--- src/rtl/multicycle_control_unit.sv ---
// rtl/multicycle_control_unit.sv - multi-cycle RV32I control FSM with memory handshake and watchdog
// Optional CTRL_ILLEGAL_TRAP_EN: illegal instructions trap instead of retiring as NOP.
module multicycle_control_unit #(
    parameter int MEM_TIMEOUT = 15
) (
    input  logic        clk,
    input  logic        rst,
    input  logic [31:0] inst,
    input  logic        zeros,
    input  logic        flag_lt,
    input  logic        flag_ltu,
    input  logic        mem_ready,
    output logic [3:0]  alu_op_select,
    output logic        alu_scr_sel_1,
    output logic        alu_scr_sel_2,
    output logic        ir_write,
    output logic        pc_write,
    output logic        reg_write,
    output logic        mem_read,
    output logic        mem_write,
    output logic [1:0]  PC_select,
    output logic [1:0]  write_from,
    output logic [2:0]  state,
    output logic        trap,
    output logic        trap_cause
);
    localparam logic [2:0] S_FETCH  = 3'd0;
    localparam logic [2:0] S_DECODE = 3'd1;
    localparam logic [2:0] S_EXEC   = 3'd2;
    localparam logic [2:0] S_MEM    = 3'd3;
    localparam logic [2:0] S_WB     = 3'd4;
    localparam logic [2:0] S_TRAP   = 3'd5;

    localparam logic [6:0] OP_R     = 7'b0110011;
    localparam logic [6:0] OP_I     = 7'b0010011;
    localparam logic [6:0] OP_LOAD  = 7'b0000011;
    localparam logic [6:0] OP_STORE = 7'b0100011;
    localparam logic [6:0] OP_BR    = 7'b1100011;
    localparam logic [6:0] OP_JAL   = 7'b1101111;
    localparam logic [6:0] OP_JALR  = 7'b1100111;
    localparam logic [6:0] OP_LUI   = 7'b0110111;
    localparam logic [6:0] OP_AUIPC = 7'b0010111;

    // Width kept at least 1 so MEM_TIMEOUT=0 still elaborates.
    localparam int CW = (MEM_TIMEOUT > 0) ? $clog2(MEM_TIMEOUT + 1) : 1;

    logic [6:0]    opcode;
    logic [2:0]    funct3;
    logic          legal_op;
    logic          illegal;
    logic          taken;
    logic          wd_expire;
    logic [CW-1:0] wd_cnt;
    logic [2:0]    state_next;
    logic          cause_next;
    logic          ir_c, pc_c, reg_c, mrd_c, mwr_c;
    logic          unused_bits;

    assign opcode      = inst[6:0];
    assign funct3      = inst[14:12];
    assign unused_bits = ^{inst[31], inst[29:15], inst[11:7]};

    always_comb begin
        legal_op = 1'b0;
        case (opcode)
            OP_R, OP_I, OP_LOAD, OP_STORE, OP_BR,
            OP_JAL, OP_JALR, OP_LUI, OP_AUIPC: legal_op = 1'b1;
            default:                           legal_op = 1'b0;
        endcase
    end

    assign illegal   = !legal_op || (opcode == OP_BR && funct3[2:1] == 2'b01);
    assign wd_expire = (MEM_TIMEOUT != 0) && (wd_cnt == CW'(MEM_TIMEOUT)) && !mem_ready;

    always_comb begin
        case (funct3)
            3'b000:  taken = zeros;
            3'b001:  taken = !zeros;
            3'b100:  taken = flag_lt;
            3'b101:  taken = !flag_lt;
            3'b110:  taken = flag_ltu;
            3'b111:  taken = !flag_ltu;
            default: taken = 1'b0;
        endcase
    end

    function automatic logic [3:0] alu_from_funct3(input logic [2:0] f3, input logic alt);
        case (f3)
            3'b000:  alu_from_funct3 = alt ? 4'd1 : 4'd0;
            3'b001:  alu_from_funct3 = 4'd2;
            3'b010:  alu_from_funct3 = 4'd3;
            3'b011:  alu_from_funct3 = 4'd4;
            3'b100:  alu_from_funct3 = 4'd5;
            3'b101:  alu_from_funct3 = alt ? 4'd7 : 4'd6;
            3'b110:  alu_from_funct3 = 4'd8;
            default: alu_from_funct3 = 4'd9;
        endcase
    endfunction

    always_comb begin
        state_next    = state;
        cause_next    = trap_cause;
        alu_op_select = 4'd0;
        alu_scr_sel_1 = 1'b0;
        alu_scr_sel_2 = 1'b0;
        PC_select     = 2'b00;
        write_from    = 2'b00;
        ir_c  = 1'b0;
        pc_c  = 1'b0;
        reg_c = 1'b0;
        mrd_c = 1'b0;
        mwr_c = 1'b0;
        case (state)
            S_FETCH: begin
                mrd_c = 1'b1;
                if (mem_ready) begin
                    ir_c       = 1'b1;
                    state_next = S_DECODE;
                end else if (wd_expire) begin
                    state_next = S_TRAP;
                    cause_next = 1'b0;
                end
            end
            S_DECODE: begin
`ifdef CTRL_ILLEGAL_TRAP_EN
                if (illegal) begin
                    state_next = S_TRAP;
                    cause_next = 1'b1;
                end else begin
                    state_next = S_EXEC;
                end
`else
                state_next = S_EXEC;
`endif
            end
            S_EXEC: begin
                if (illegal) begin
`ifdef CTRL_ILLEGAL_TRAP_EN
                    state_next = S_TRAP;
                    cause_next = 1'b1;
`else
                    pc_c       = 1'b1;
                    state_next = S_FETCH;
`endif
                end else begin
                    case (opcode)
                        OP_R: begin
                            alu_op_select = alu_from_funct3(funct3, inst[30]);
                            state_next    = S_WB;
                        end
                        OP_I: begin
                            alu_op_select = alu_from_funct3(funct3, (funct3 == 3'b101) && inst[30]);
                            alu_scr_sel_2 = 1'b1;
                            state_next    = S_WB;
                        end
                        OP_LOAD, OP_STORE: begin
                            alu_scr_sel_2 = 1'b1;
                            state_next    = S_MEM;
                        end
                        OP_LUI: begin
                            alu_op_select = 4'd10;
                            alu_scr_sel_2 = 1'b1;
                            state_next    = S_WB;
                        end
                        OP_AUIPC: begin
                            alu_scr_sel_1 = 1'b1;
                            alu_scr_sel_2 = 1'b1;
                            state_next    = S_WB;
                        end
                        OP_BR: begin
                            alu_op_select = 4'd1;
                            pc_c          = 1'b1;
                            PC_select     = taken ? 2'b01 : 2'b00;
                            state_next    = S_FETCH;
                        end
                        default: state_next = S_WB;
                    endcase
                end
            end
            S_MEM: begin
                // Keep the address computation on the ALU while memory is busy.
                alu_scr_sel_2 = 1'b1;
                if (opcode == OP_LOAD) begin
                    mrd_c = 1'b1;
                    if (mem_ready) state_next = S_WB;
                end else begin
                    mwr_c = 1'b1;
                    if (mem_ready) begin
                        pc_c       = 1'b1;
                        state_next = S_FETCH;
                    end
                end
                if (!mem_ready && wd_expire) begin
                    state_next = S_TRAP;
                    cause_next = 1'b0;
                end
            end
            S_WB: begin
                reg_c      = 1'b1;
                pc_c       = 1'b1;
                write_from = (opcode == OP_LOAD) ? 2'b01 :
                             (opcode == OP_JAL || opcode == OP_JALR) ? 2'b10 : 2'b00;
                PC_select  = (opcode == OP_JAL) ? 2'b01 :
                             (opcode == OP_JALR) ? 2'b10 : 2'b00;
                state_next = S_FETCH;
            end
            S_TRAP:  state_next = S_TRAP;
            default: state_next = S_FETCH;
        endcase
    end

    assign ir_write  = ir_c  & ~rst;
    assign pc_write  = pc_c  & ~rst;
    assign reg_write = reg_c & ~rst;
    assign mem_read  = mrd_c & ~rst;
    assign mem_write = mwr_c & ~rst;
    assign trap      = (state == S_TRAP);

    always_ff @(posedge clk) begin
        if (rst) begin
            state  <= S_FETCH;
            wd_cnt <= '0;
        end else begin
            state <= state_next;
            if (state_next != state)
                wd_cnt <= '0;
            else if (!mem_ready && (state == S_FETCH || state == S_MEM))
                wd_cnt <= wd_cnt + CW'(1);
        end
    end

`ifdef CTRL_ILLEGAL_TRAP_EN
    logic cause_q;
    always_ff @(posedge clk) begin
        if (rst) cause_q <= 1'b0;
        else     cause_q <= cause_next;
    end
    assign trap_cause = cause_q;
`else
    logic unused_cause;
    assign unused_cause = cause_next;
    assign trap_cause   = 1'b0;
`endif
endmodule

--- config.mk ---
export PLATFORM = sky130hd
export DESIGN_NAME = multicycle_control_unit
export DESIGN_NICKNAME = d
export VERILOG_FILES = /design/src/rtl/multicycle_control_unit.sv
export SDC_FILE = /design/constraint.sdc
export NUM_CORES = 1
export LEC_CHECK = 0
export CAP_MARGIN = 10
export CORE_MARGIN = 5
export CORE_UTILIZATION = 40
export CTS_BUF_LIST = sky130_fd_sc_hd__clkbuf_4
export DETAILED_ROUTE_END_ITERATION = 7
export GPL_TIMING_DRIVEN = 0
export PLACE_DENSITY = 0.93
export SETUP_SLACK_MARGIN = 0.5
export SLEW_MARGIN = 20
export SYNTH_ARGS = -nofsm -noshare
export SYNTH_HDL_FRONTEND = slang
export SYNTH_SLANG_ARGS = --single-unit
export TNS_END_PERCENT = 5
--- constraint.sdc ---
create_clock -name clk -period 3.1 [get_ports clk]
set_input_delay 0.62 -clock clk [delete_from_list [all_inputs] [get_ports clk]]
set_output_delay 0.62 -clock clk [all_outputs]
set_load 0.05 [all_outputs]
==> results of run 1 <==
==> flip-flops by register name, summed over array words and instances, names as in the netlist <==
name	cells
wd_cnt	4
state	3
==> through the flow <==
| step | setup slack, ps | cell area (sq um) | hold slack, ps |
|---|---|---|---|
| after floorplan | 82.1 | 942 | 516 |
| after global routing | 329 | 1370 | 589 |
| after CTS | 366 | 1350 | 557 |
| after detailed placement | -506 | 1300 | 545 |
| final | 427 | 1370 | 550 |
| after global placement | -501 | 1300 | 531 |
==> per-layer routing <==
metal	routed length, microns	GRT usage [%]	share of wire, %
met5	0	0	0
met4	27	7.28	0.96
met3	257	4.90	9.1
met2	1370	28.1	49
met1	1160	21.3	41
==> cell usage in the layout, fill, tap and decap left out, types with 2 or more instances in the layout <==
cell type	n
a21oi_1	6
a31oi_1	2
and3_1	3
buf_2	6
buf_4	10
buf_6	3
clkbuf_1	3
clkbuf_4	4
clkdlybuf4s50_1	9
dfxtp_1	7
dlygate4sd2_1	5
dlymetal6s2s_1	5
inv_1	4
mux2i_1	4
nand2_1	8
nand2b_1	5
nand3_1	4
nand3b_1	3
nor2_1	14
nor2b_1	2
nor3_1	11
nor3b_2	2
nor4_4	2
o21ai_0	5
o31ai_2	3
xnor2_1	3
xor2_1	3
==> logic make-up (layout without fill, tap and decap cells) <==
family | after synthesis | after routing | share of synthesized area (%)
AOI/OAI and AO/OA | 27 | 27 | 20.3
DFF | 7 | 7 | 15.4
muxes | 4 | 4 | 4.41
adders and majority gates | 1 | 1 | 1.38
other | 1 | 1 | 0.413
buffers and inverters | 14 | 52 | 6.62
and+or+nand+nor | 69 | 69 | 45.7
xor gates and xnor gates | 6 | 6 | 5.79
==> final timing paths <==
path	start	to	cells after the start
setup / recovery	inst[5]	alu_op_select[0]	7
hold / removal	wd_cnt[1]	wd_cnt[1]	2
setup reg to reg	state[2]	wd_cnt[2]	5
hold reg to reg	wd_cnt[1]	wd_cnt[1]	2
==> layout make-up <==
class,instances,area (sq um)
sequential,7,140
timing repair buffer,34,312
clock buffer,4,30.0
tap,28,35.0
multi-input combinational,108,779
inverter,4,15.0
fill,189,817
buffer,10,62.6
==> worst min-delay path: cells and delay by family (launching register included) <==
| kind | cells | cell delay (ps) |
|---|---|---|
| flip-flops | 1 | 320 |
| multiplexers | 1 | 130 |
| AND/OR/NAND/NOR | 1 | 50 |
==> what timing repair did <==
| action | 4_1_cts | 5_1_grt |
|---|---|---|
| pin swaps | 2 | 3 |
| buffers inserted | 2 | 0 |
| setup endpoints to repair | 16 | 15 |
| hold buffers | 0 | 0 |
| resized for setup | 88 | 9 |
==> power groups by stage <==
stage                     Combinational (W)  Sequential (W)  Clock [W]
after CTS                          0.000132       0.0000974  0.0000962
after global routing               0.000144       0.0000982   0.000103
after global placement             0.000125       0.0000992          0
after floorplan                   0.0000772        0.000105          0
after detailed placement           0.000129       0.0000994          0
final                              0.000133       0.0000976  0.0000928
==> results.md, run 1 <==
- Num CTS Buffers: 3
- Worst-Margin Slew: slightly above 500 ps
- Clk sinks: 7
- Total Power: around 0.00032 W
- Initial antenna violation count: 0
- Clk_skew: slightly above 2 ps
- Layout cells sized above 1: about 25%
- Largest net degree at the start of global routing: 11
- Power per cell area: around 240 mW/mm^2
- Netlist cell types: a little under 50
- Diode count: 0
- Post-DRT Antenna Nets: 0
- Setup TNS: 0 ps
- Cells after synthesis: around 130
- Minimum clock period after layout: between 2000 and 3000 ps
- Worst Path Arrival: about 2100 ps
- CP peak stage delay: a little under 500 ps
- Hold crit path type: register to register
- Syn avg cell area: about 7 sq um
- Reg2reg setup slack: around 1500 ps
- Die footprint: 0.00332 sq mm
- Crit end category: output pin
- Clock Path Buffers: 2
- Synthesized area: a little over 900 sq um
- Worst path slowest cell: clkdlybuf4s50_1
- Grt total ovfl: 0
- Register area share after synthesis: 15.4%
- Crit path max-delay family: buffers and inverters
- Int Power: a little over 0.0002 W
- First-pass GRT wire length: 4620 microns
- Number of global-route vias before repair: between 1000 and 1500
- 1st-iter DRT viols: 39
- Worst EP required: roughly 2500 ps
- Max Cap Viol: 0
- CP startpoint kind: primary input
- Hold Fails Final Rpt: 0
- Final worst path period share: between 80% and 90%
- Die Wd: approximately 58 microns
- Wirelength, routed: approximately 2800 microns
- DRC Markers: 0
- Drt first pass iters: 5
- Number of flops mapped to enable cells by yosys: 0
- Finished Layout Cells: slightly below 200
- Ys async rst share: 0%
- NumNets Final: between 200 and 250
- WL/cell: ~14 microns
- Worst VDD drop: between 0.0002 and 0.00025 V
- Static Leak: ~0.6 nW
- GRT Total Usage: 17.3%
- Final HPWL DP: between 2000 and 2500 microns
- Outcome: complete, no violations
- Sequential fraction of design power: between 30 and 40%
- Via count: 1103
- Top cells by count, synth: nor2_1, nor3_1, nand2_1, a21oi_1, dfxtp_1
- Largest fanout on the critical path: 10
- CTS Root Buffer Type: clkbuf_4
- IO buf count: 32
- Clock power share: roughly 29%
- Row cnt: 17
- Sw frac: a little under two fifths
- Fmax: between 0.3 and 0.4 GHz
- P_sw: about 0.00012 W
- Final number of setup-violating endpoints: 0
- Die Ht: 57.6 microns
- Core Footprint: 0.00219 sq mm
- CTS H-tree lvls: 1
- Cell type with the largest total area after synthesis: dfxtp_1
- Slew Limit Headroom: between 60% and 70%
- Top cell type's share of synthesized area: 15.4%
- Clock transition at the registers of the reported paths: approximately 50 ps
- Area contributors post-synth: dfxtp_1, nor3_1, nor2_1, mux2i_1, a21oi_1
- Logic gate share of total power: between 40% and 50%
- DP Cell Count: roughly 190
- Crit Path Category: primary input to output pin
- Placer Congestion: ~0.84
- Vias/cell: about 5.7
- Worst-skew pair later-pin latency: between 200 and 300 ps
- Syn nets: approximately 170
- Crit-path cells: clkdlybuf4s50_1 > clkbuf_8 > nand2_1 > nor2_1 > nand3_1 > a21oi_2 > buf_6
- Synthesized flop and latch total: 7
- CTS tree: built
- Top-count cell post-synth: nor2_1
- Worst Path Buf+Inv: 3
- Initial core utilization: about two fifths
- Layout area overhead: 51.4%
- Io pins: 58
- Yosys warnings: 0
- Fin util: between 60% and 70%
- Slew Limit Fails: 0
- Predominant post-synthesis flop cell: dfxtp_1
- RSZ-0062 raised after global routing: true
(Power assumes the default switching activity.)
==> run 2: changes to the inputs <==
--- a/config.mk
+++ b/config.mk
@@ -5,6 +5,7 @@
 export SDC_FILE = /design/constraint.sdc
 export NUM_CORES = 1
 export LEC_CHECK = 0
+export ABC_AREA = 0
 export CAP_MARGIN = 10
 export CORE_MARGIN = 5
 export CORE_UTILIZATION = 40
@@ -12,6 +13,7 @@
 export DETAILED_ROUTE_END_ITERATION = 7
 export GPL_TIMING_DRIVEN = 0
 export PLACE_DENSITY = 0.93
+export RECOVER_POWER = 50
 export SETUP_SLACK_MARGIN = 0.5
 export SLEW_MARGIN = 20
 export SYNTH_ARGS = -nofsm -noshare
==> results.md, run 2 (synthesis gave the netlist of run 1 again) <==
- Drt first pass iters: 4 (-1)
- NumNets Final: 207 (unchanged)
- Register area: 140 sq um (unchanged)
- Layout cells sized above 1: 23.4% (-1.2 points)
- Worst-Margin Slew: 591 ps (+85.6 ps)
- Hold Fails Final Rpt: 0 (unchanged)
- Clk_skew: 2.19 ps (+0.138 ps)
- Reg2reg start: state[2]
- Final number of setup-violating endpoints: 0 (unchanged)
- Largest register by flop count: wd_cnt
- Largest net degree at the start of global routing: 11 (unchanged)
- Layout area overhead: 48.3%
- Via count: 1098 (-0.45%)
- Most frequent cells in the layout: nor2_1, nor3_1, nand2_1, buf_4, dfxtp_1
- Num CTS Buffers: 3 (unchanged)
- Fmax: 0.364 GHz (-2.8%)
- Worst VDD drop: 0.000238 V (+0.21%)
- CTS Root Buffer Type: clkbuf_4
- Clk sinks: 7 (unchanged)
- WL/cell: 14.4 microns (about the same)
- Final worst path period share: 88.7% (+2.5 points)
- Largest fanout on the critical path: 8 (-2)
- Core Footprint: 0.00219 sq mm (unchanged)
- Worst Hold Path EP: wd_cnt[1]
- 1st-iter DRT viols: 33 (-15%)
- Largest register FFs: 4 (unchanged)
- R2R depth: 5 (unchanged)
- Minimum clock period after layout: 2750 ps (+77.2 ps)
- DRC Markers: 0 (unchanged)
- DP Cell Count: 189 (unchanged)
- RSZ-0062 raised after global routing: true
- First-pass GRT wire length: 4620 microns (unchanged)
- Initial core utilization: 41.4% (unchanged)
- Power per cell area: 239 mW/mm^2 (+1.4%)
- Initial antenna violation count: 0 (unchanged)
- Die footprint: 0.00332 sq mm (unchanged)
- IO buf count: 32 (unchanged)
- Die Ht: 57.6 microns (unchanged)
- CTS tree: built
- Crit end category: output pin
- DP Area: 0.00130 sq mm (unchanged)
- Worst hold start: wd_cnt[1]
- Static Leak: 0.588 nW (-3.3%)
- Worst EP required: 2480 ps (about the same)
- GRT Total Usage: 17.3% (unchanged)
- Footprint of the multi-input gates: 763 sq um (-2.1%)
- Fin util: 61.4% (-1.3 points)
- Number of global-route vias before repair: 1024 (unchanged)
- Crit Path Category: primary input to output pin
- Worst Path Arrival: 2130 ps (+80 ps)
- Post-DRT Antenna Nets: 0 (unchanged)
- Post-CTS Hold Fix Bufs: 0 (unchanged)
- Final Cell Area: 0.00135 sq mm (-2.1%)
- Setup TNS: 0 ps (unchanged)
- Reg2reg setup slack: 1530 ps (about the same)
- Slew Limit Fails: 0 (unchanged)
- Row cnt: 17 (unchanged)
- CP startpoint kind: primary input
- Vias/cell: 5.63 (-0.45%)
- Slew Limit Headroom: 60.8% (-5.4 points)
- Clock Path Buffers: 2 (unchanged)
- CTS H-tree lvls: 1 (unchanged)
- Placer Congestion: 0.837 (unchanged)
- Largest registers: wd_cnt (4), state (3)
- Clock transition at the registers of the reported paths: 50 ps (about the same)
- Hold crit path type: register to register
- Die Wd: 57.6 microns (unchanged)
- Most common cell after layout, fill and taps aside: nor2_1
- Finished Layout Cells: 195 (unchanged)
- Wirelength, routed: 2820 microns (about the same)
- Final hold slack: 550 ps (-0.401 ps)
- Worst-skew pair later-pin latency: 260 ps (about the same)
- FF-to-FF End: wd_cnt[2]
- Io pins: 58 (unchanged)
- Hold Path Depth: 2 (unchanged)
- Outcome: complete, no violations
- Final HPWL DP: 2210 microns (unchanged)
- Fill cells: 196 (+3.7%)
- Diode count: 0 (unchanged)
- Grt total ovfl: 0 (unchanged)
- Max Cap Viol: 0 (unchanged)
-- run 2: cell count changes in the layout (fill, tap and decap cells not counted), moves of 2 or more --
cell / delta
clkdlybuf4s50_1: -3
buf_4: -2
clkbuf_1: +2
dlygate4sd3_1: +3
-- run 2: layout make-up --
class,count,area share [%]
repair buffers,34,22.2
clock buffers,4,2.23
plain buffers,10,4.65
flip-flops and latches,7,10.4
multi-input cells,108,56.7
well taps,28,2.60
inverters,4,1.12
-- run 2: timing repair --
action / 4_1_cts / 5_1_grt
gates resized for setup: 88 / 9
buffers inserted: 2 / 0
endpoints found under the setup margin: 16 / 15
pin swaps: 2 / 3
-- run 2: report_power, final --
| part | switching [W] | internal, W |
|---|---|---|
| clock network | 0.0000351 | 0.0000579 |
| registers | 0.00000409 | 0.0000935 |
| logic | 0.0000795 | 0.0000509 |
-- run 2: worst max-delay path by stage --
stage	from	depth (start not counted)	slack, ps	endpoint
floorplan	state[1]	4	80	pc_write
global placement	inst[3]	6	-500	mem_read
detailed placement	inst[5]	7	-510	PC_select[0]
CTS	inst[4]	7	370	pc_write
global route	inst[3]	6	210	alu_op_select[0]
finish	inst[3]	6	350	alu_op_select[0]
-- run 2: layer usage --
layer | share of wire, % | track usage (%) | up-vias
met2 | 48 | 28.1 | 39
li1 | - | - | 546
met5 | 0 | 0 | -
met3 | 8.7 | 4.90 | 4
met4 | 1.2 | 7.28 | 0
met1 | 42 | 21.3 | 509
-- run 2: worst max-delay path: stages --
cell	delay (ps)
dlygate4sd2_1	310
nand4bb_1	380
nor3b_2	300
o2111ai_2	150
a21oi_2	190
buf_6	180
-- run 2: through the flow --
step | setup slack [ps] | power (W)
3_5_place_dp | -506 | 0.000228
2_1_floorplan | 82.1 | 0.000182
4_1_cts | 366 | 0.000326
6_report | 349 | 0.000321
3_3_place_gp | -501 | 0.000224
5_1_grt | 210 | 0.000342
